$ cat src/rtl/uart_rx_stream.sv
// UART 8N1 receiver: 2-FF synchroniser, mid-bit sampling FSM and a
// first-word-fall-through byte FIFO presented as a valid/ready stream.
module uart_rx_stream #(
  parameter int CLK_FREQ   = 100000000,
  parameter int BAUD       = 115200,
  parameter int FIFO_DEPTH = 8
) (
  input  logic                          clk_in,
  input  logic                          rst_n,
  input  logic                          rx_i,
  output logic [7:0]                    rx_data_o,
  output logic                          rx_valid_o,
  input  logic                          rx_ready_i,
  output logic                          frame_err_o,
  output logic                          overrun_o,
  output logic [$clog2(FIFO_DEPTH):0]   fifo_count_o,
  output logic                          busy_o
);

  localparam int CLKS_PER_BIT = CLK_FREQ / BAUD;
  localparam int HALF         = CLKS_PER_BIT / 2;
  localparam int CNT_W        = $clog2(CLKS_PER_BIT);
  localparam int PTR_W        = $clog2(FIFO_DEPTH);

  localparam logic [CNT_W-1:0] BIT_LAST  = CNT_W'(CLKS_PER_BIT - 1);
  localparam logic [CNT_W-1:0] HALF_LAST = CNT_W'(HALF - 1);
  localparam logic [PTR_W:0]   DEPTH_C   = (PTR_W+1)'(FIFO_DEPTH);

  typedef enum logic [2:0] {
    S_IDLE, S_START, S_DATA, S_STOP, S_BREAK
  } state_t;

  // ---------------------------------------------------------------- sync
  logic rx_meta, rx_s;

  always_ff @(posedge clk_in or negedge rst_n) begin
    if (!rst_n) begin
      rx_meta <= 1'b1;
      rx_s    <= 1'b1;
    end else begin
      rx_meta <= rx_i;
      rx_s    <= rx_meta;
    end
  end

  // ---------------------------------------------------------------- FSM
  state_t           state, state_nx;
  logic [CNT_W-1:0] cnt, cnt_nx;
  logic [2:0]       bit_idx, bit_idx_nx;
  logic [7:0]       sh, sh_nx;
  logic             push_req, frame_err;

  always_ff @(posedge clk_in or negedge rst_n) begin
    if (!rst_n) begin
      state   <= S_IDLE;
      cnt     <= '0;
      bit_idx <= '0;
      sh      <= '0;
    end else begin
      state   <= state_nx;
      cnt     <= cnt_nx;
      bit_idx <= bit_idx_nx;
      sh      <= sh_nx;
    end
  end

  always_comb begin
    state_nx   = state;
    cnt_nx     = cnt + 1'b1;
    bit_idx_nx = bit_idx;
    sh_nx      = sh;
    push_req   = 1'b0;
    frame_err  = 1'b0;
    case (state)
      S_IDLE: begin
        cnt_nx = '0;
        if (!rx_s) state_nx = S_START;
      end
      S_START: begin
        // Start bit re-checked at mid-bit; a high line here was a glitch.
        if (cnt == HALF_LAST) begin
          cnt_nx = '0;
          if (!rx_s) begin
            state_nx   = S_DATA;
            bit_idx_nx = '0;
          end else begin
            state_nx = S_IDLE;
          end
        end
      end
      S_DATA: begin
        if (cnt == BIT_LAST) begin
          cnt_nx     = '0;
          sh_nx      = {rx_s, sh[7:1]};
          bit_idx_nx = bit_idx + 3'd1;
          if (bit_idx == 3'd7) state_nx = S_STOP;
        end
      end
      S_STOP: begin
        // Leaving at mid-stop-bit keeps a back-to-back start edge visible.
        if (cnt == BIT_LAST) begin
          cnt_nx = '0;
          if (rx_s) begin
            push_req = 1'b1;
            state_nx = S_IDLE;
          end else begin
            frame_err = 1'b1;
            state_nx  = S_BREAK;
          end
        end
      end
      S_BREAK: begin
        cnt_nx = '0;
        if (rx_s) state_nx = S_IDLE;
      end
      default: begin
        cnt_nx   = '0;
        state_nx = S_IDLE;
      end
    endcase
  end

  assign busy_o      = (state != S_IDLE);
  assign frame_err_o = frame_err;

  // ---------------------------------------------------------------- FIFO
  logic [7:0]       mem [FIFO_DEPTH];
  logic [PTR_W-1:0] wr_ptr, rd_ptr;
  logic [PTR_W:0]   count;
  logic             pop, push_ok;

  assign rx_valid_o   = (count != '0);
  assign rx_data_o    = rx_valid_o ? mem[rd_ptr] : 8'h00;
  assign fifo_count_o = count;
  assign pop          = rx_valid_o && rx_ready_i;
  // A full FIFO still takes the byte when the head leaves in the same cycle.
  assign push_ok      = push_req && ((count < DEPTH_C) || pop);
  assign overrun_o    = push_req && !push_ok;

  always_ff @(posedge clk_in) begin
    if (push_ok) mem[wr_ptr] <= sh;
  end

  always_ff @(posedge clk_in or negedge rst_n) begin
    if (!rst_n) begin
      wr_ptr <= '0;
      rd_ptr <= '0;
      count  <= '0;
    end else begin
      if (push_ok) wr_ptr <= wr_ptr + 1'b1;
      if (pop)     rd_ptr <= rd_ptr + 1'b1;
      case ({push_ok, pop})
        2'b10:   count <= count + 1'b1;
        2'b01:   count <= count - 1'b1;
        default: count <= count;
      endcase
    end
  end

endmodule

$ cat config.mk
export PLATFORM = sky130hd
export DESIGN_NAME = uart_rx_stream
export DESIGN_NICKNAME = d
export VERILOG_FILES = /design/src/rtl/uart_rx_stream.sv
export SDC_FILE = /design/constraint.sdc
export NUM_CORES = 1
export LEC_CHECK = 0
export ABC_AREA = 1
export CAP_MARGIN = 20
export CORE_MARGIN = 2
export CORE_UTILIZATION = 50
export CTS_BUF_LIST = sky130_fd_sc_hd__clkbuf_4
export DETAILED_ROUTE_END_ITERATION = 8
export GPL_ROUTABILITY_DRIVEN = 0
export PLACE_DENSITY = 0.67
export SETUP_SLACK_MARGIN = 0.15
export SYNTH_ARGS = -nofsm -noshare
export SYNTH_HDL_FRONTEND = slang
export SYNTH_SLANG_ARGS = --single-unit
$ cat constraint.sdc
create_clock -name clk_in -period 2.3 [get_ports clk_in]
set_input_delay 0.23 -clock clk_in [delete_from_list [all_inputs] [get_ports clk_in]]
set_output_delay 0.23 -clock clk_in [all_outputs]
set_load 0.02 [all_outputs]
==> results.py <==
metrics = {
    "run_status": {
        "status": "completed",
    },
    "drt": {
        "drt_wl_total_um": 8851,
        "drt-pass1-iter-count": 4,
        "via_count": 3066,
        "routedWlPerCell_um": 15.56,
        "vias_per_cell": 5.388,
        "drt_iter0_markers": 162,
        "antenna_left": 0,
        "drc": 0,
    },
    "clock_tree": {
        "ctsHtreeMaxLevel": 3,
        "tritoncts": "yes",
        "cts.path.max_buffers": 2,
        "cts.sinks": 100,
        "clk_pin_slew_ps": 150,
        "insertion_delay_ps": 430,
        "cts_made_buffers": 9,
        "ctsRootBufferMaster": "clkbuf_4",
    },
    "final_layout": {
        "layout-drive-gt1-share_pct": 19.52,
        "area_growth_pct": 15.00,
        "layout_commonest_cell": "nor2_1",
        "design_area_um2": 5152,
        "multi_input_area_um2": 1543,
        "layout.cells.most_common_list": "65 x nor2_1, 64 x edfxtp_1, 62 x nand2_1",
        "final_nets": 469,
        "fillCellCount": 712,
        "seqCellArea_um2": 2828,
        "antennaDiodeCount": 0,
    },
    "setup_path": {
        "end_kind": "flip-flop",
        "r2r-start": "cnt[2]$_DFF_PN0_",
        "critPathMaxStageDelay_ps": 460,
        "crit_chain": "nor2_1 > nand3_1 > nor3_4 > buf_4 > buf_4 > nand4_4 > nor3_1 > buf_4",
        "path_class": "reg -> reg",
        "path_max_fanout": 10,
        "cpMostUsedCell": "buf_4",
        "worstPathRequired_ps": 2450,
        "rr_endpoint": "mem[7][1]$_DFFE_PP_",
        "cp-start-kind": "flip-flop",
        "reg2reg_depth": 8,
        "worst-endpoint-arrival_ps": 2220,
        "cpMaxStageDelayCell": "dfrtp_2",
        "r2r_setup_slack_ps": 220,
    },
    "synth": {
        "async_flop_share_pct": 36.00,
        "synth_top_area_share_pct": 42.89,
        "synth_nets": 425,
        "synth.area.top_cells": "edfxtp_1 43%, dfrtp_1 19%, nor2_1 5.6%, nand2_1 5.3%, o21ai_0 3.5%",
        "ys.flop_type": "edfxtp_1",
        "ys_seq_area_share_pct": 63.06,
        "synth_area_leader_cell": "edfxtp_1",
        "yosysWarningCount": 0,
        "synth_area_um2": 4481,
        "synth_edf_count": 64,
        "syn_area_per_cell_um2": 10.88,
        "post_synth_inst_count": 412,
        "synth_seq_cells": 100,
        "ys_types": 36,
    },
    "global_routing": {
        "grt_overflow": 0,
        "first_global_vias": 3052,
        "track_usage_pct": 19.40,
        "antenna_found_initial": 0,
        "grt_pass1_wl_um": 14860,
        "grt_max_degree": 37,
    },
    "sta": {
        "rsz0062_at_grt": "yes",
        "min_period_ps": 2078,
        "slew_headroom_pct": 45.18,
        "max_freq_mhz": 481.3,
        "maxSlewViolCount": 0,
        "worst_slew_pin_slew_ps": 822.3,
        "final_hold_viol_count": 0,
        "tns_ps": 0,
        "finClkSkew_ps": 16.88,
        "min_period_over_period_pct": 90.33,
        "setup_viol": 0,
    },
    "die": {
        "dieArea_um2": 9735,
        "io_pins": 20,
        "die_w_um": 98.67,
        "core_area_um2": 8721,
        "start_util_pct": 51.38,
        "die_height_um": 98.67,
        "rows": 34,
    },
    "pwr": {
        "power.leakage_nw": 2.285,
        "ir_worst_vdd_uv": 300.7,
        "power.density_nw_per_um2": 555.0,
    },
    "place": {
        "placed_area_um2": 4878,
        "portBuffers": 19,
        "dp_hpwl_um": 5751,
    },
    "worst_hold_path": {
        "hp-class": "in -> reg",
        "holdPathStages": 1,
        "worstHoldStart": "rx_i",
        "holdPathEnd": "rx_meta$_DFF_PN1_",
    },
    "flow_run": {
        "cap_viol_max_count": 0,
    },
}
worst max-delay path, delay by kind of cell, from the launching register on:
| family | cells | cell delay, ps |
|---|---|---|
| buffers and inverters | 3 | 570 |
| flip-flops | 1 | 460 |
| AND/OR/NAND/NOR | 5 | 770 |
report_power, final:
| part | internal [W] | switching [W] |
|---|---|---|
| registers | 0.00190 | 0.000000927 |
| clock network | 0.000354 | 0.000583 |
| logic | 0.00000673 | 0.0000175 |
| total | 0.00226 | 0.000601 |
area by class of cell:
type,instances,share of cell area (%)
repair buffers,46,7.746
flip-flops and latches,100,54.88
well taps,108,2.623
multi-input cells,275,29.94
inverters,24,1.846
clock inverters,6,1.506
clock buffers,10,1.457
stage by stage:
stage,hold slack (ps),instances,total power (W),setup slack (ps),util [%]
after global placement,346.2,543,0.001960,92.89,55.94
final,193.3,569,0.002860,222.3,59.08
after CTS,164.8,561,0.002895,3.855,58.18
after global routing,151.1,569,0.002969,64.14,59.08
after detailed placement,346.8,543,0.001960,82.02,55.94
after floorplan,-65.59,412,0.001941,113.6,-
routing by layer:
metal / share of wire, % / GRT usage (%) / wire length, µm / vias to the layer above
li1: - / - / - / 1514
met1: 42 / 25.43 / 3733 / 1492
met2: 53 / 33.18 / 4650 / 52
met3: 4.3 / 3.262 / 379 / 8
met4: 0.98 / 6.322 / 87 / 0
met5: 0 / 0 / 0 / -
Yosys cell counts (9+ instances only):
cell / instances
edfxtp_1: 64
nor3_1: 9
o21ai_1: 17
a21oi_1: 12
ha_1: 9
o21ai_0: 31
nand3_1: 18
dfrtp_1: 34
nand2_1: 63
nor2_1: 67
inv_1: 16
xor2_1: 9
cell families after synthesis:
group                    share of synthesized area, %
AO/OA/AOI/OAI                                   8.182
AND/OR/NAND/NOR                                 18.54
adder cells (fa/ha/maj)                         2.513
buffers and inverters                           3.575
flip-flops                                      63.06
XOR/XNOR                                        2.346
multiplexers                                    1.787
sequential cells by signal, summed over array words and instances (netlist names):
register / flops
rx_meta: 1
state: 3
rx_s: 1
sh: 8
wr_ptr: 3
bit_idx: 3
rd_ptr: 3
fifo_count_o: 4
mem: 64
cnt: 10
how the worst max path moves through the flow:
stage,start,endpoint,slack [ps],cells after the start
after CTS,cnt[1]$_DFF_PN0_,overrun_o,4,7
after global routing,cnt[1]$_DFF_PN0_,overrun_o,60,7
after floorplan,cnt[0]$_DFF_PN0_,mem[1][0]$_DFFE_PP_,110,6
final,cnt[2]$_DFF_PN0_,mem[7][1]$_DFFE_PP_,220,8
after detailed placement,rx_ready_i,fifo_count_o[2]$_DFFE_PN0P_,80,9
after global placement,rx_ready_i,overrun_o,90,4
what timing repair did:
item                                   4_1_cts  5_1_grt
endpoints found under the hold margin       34        0
setup endpoints to repair                   12       12
gates resized for setup                     41       29
hold buffers                                 1        0
pin swaps                                    1        5
setup buffers                                1        8
No activity file was read; power rests on OpenSTA's default activity.
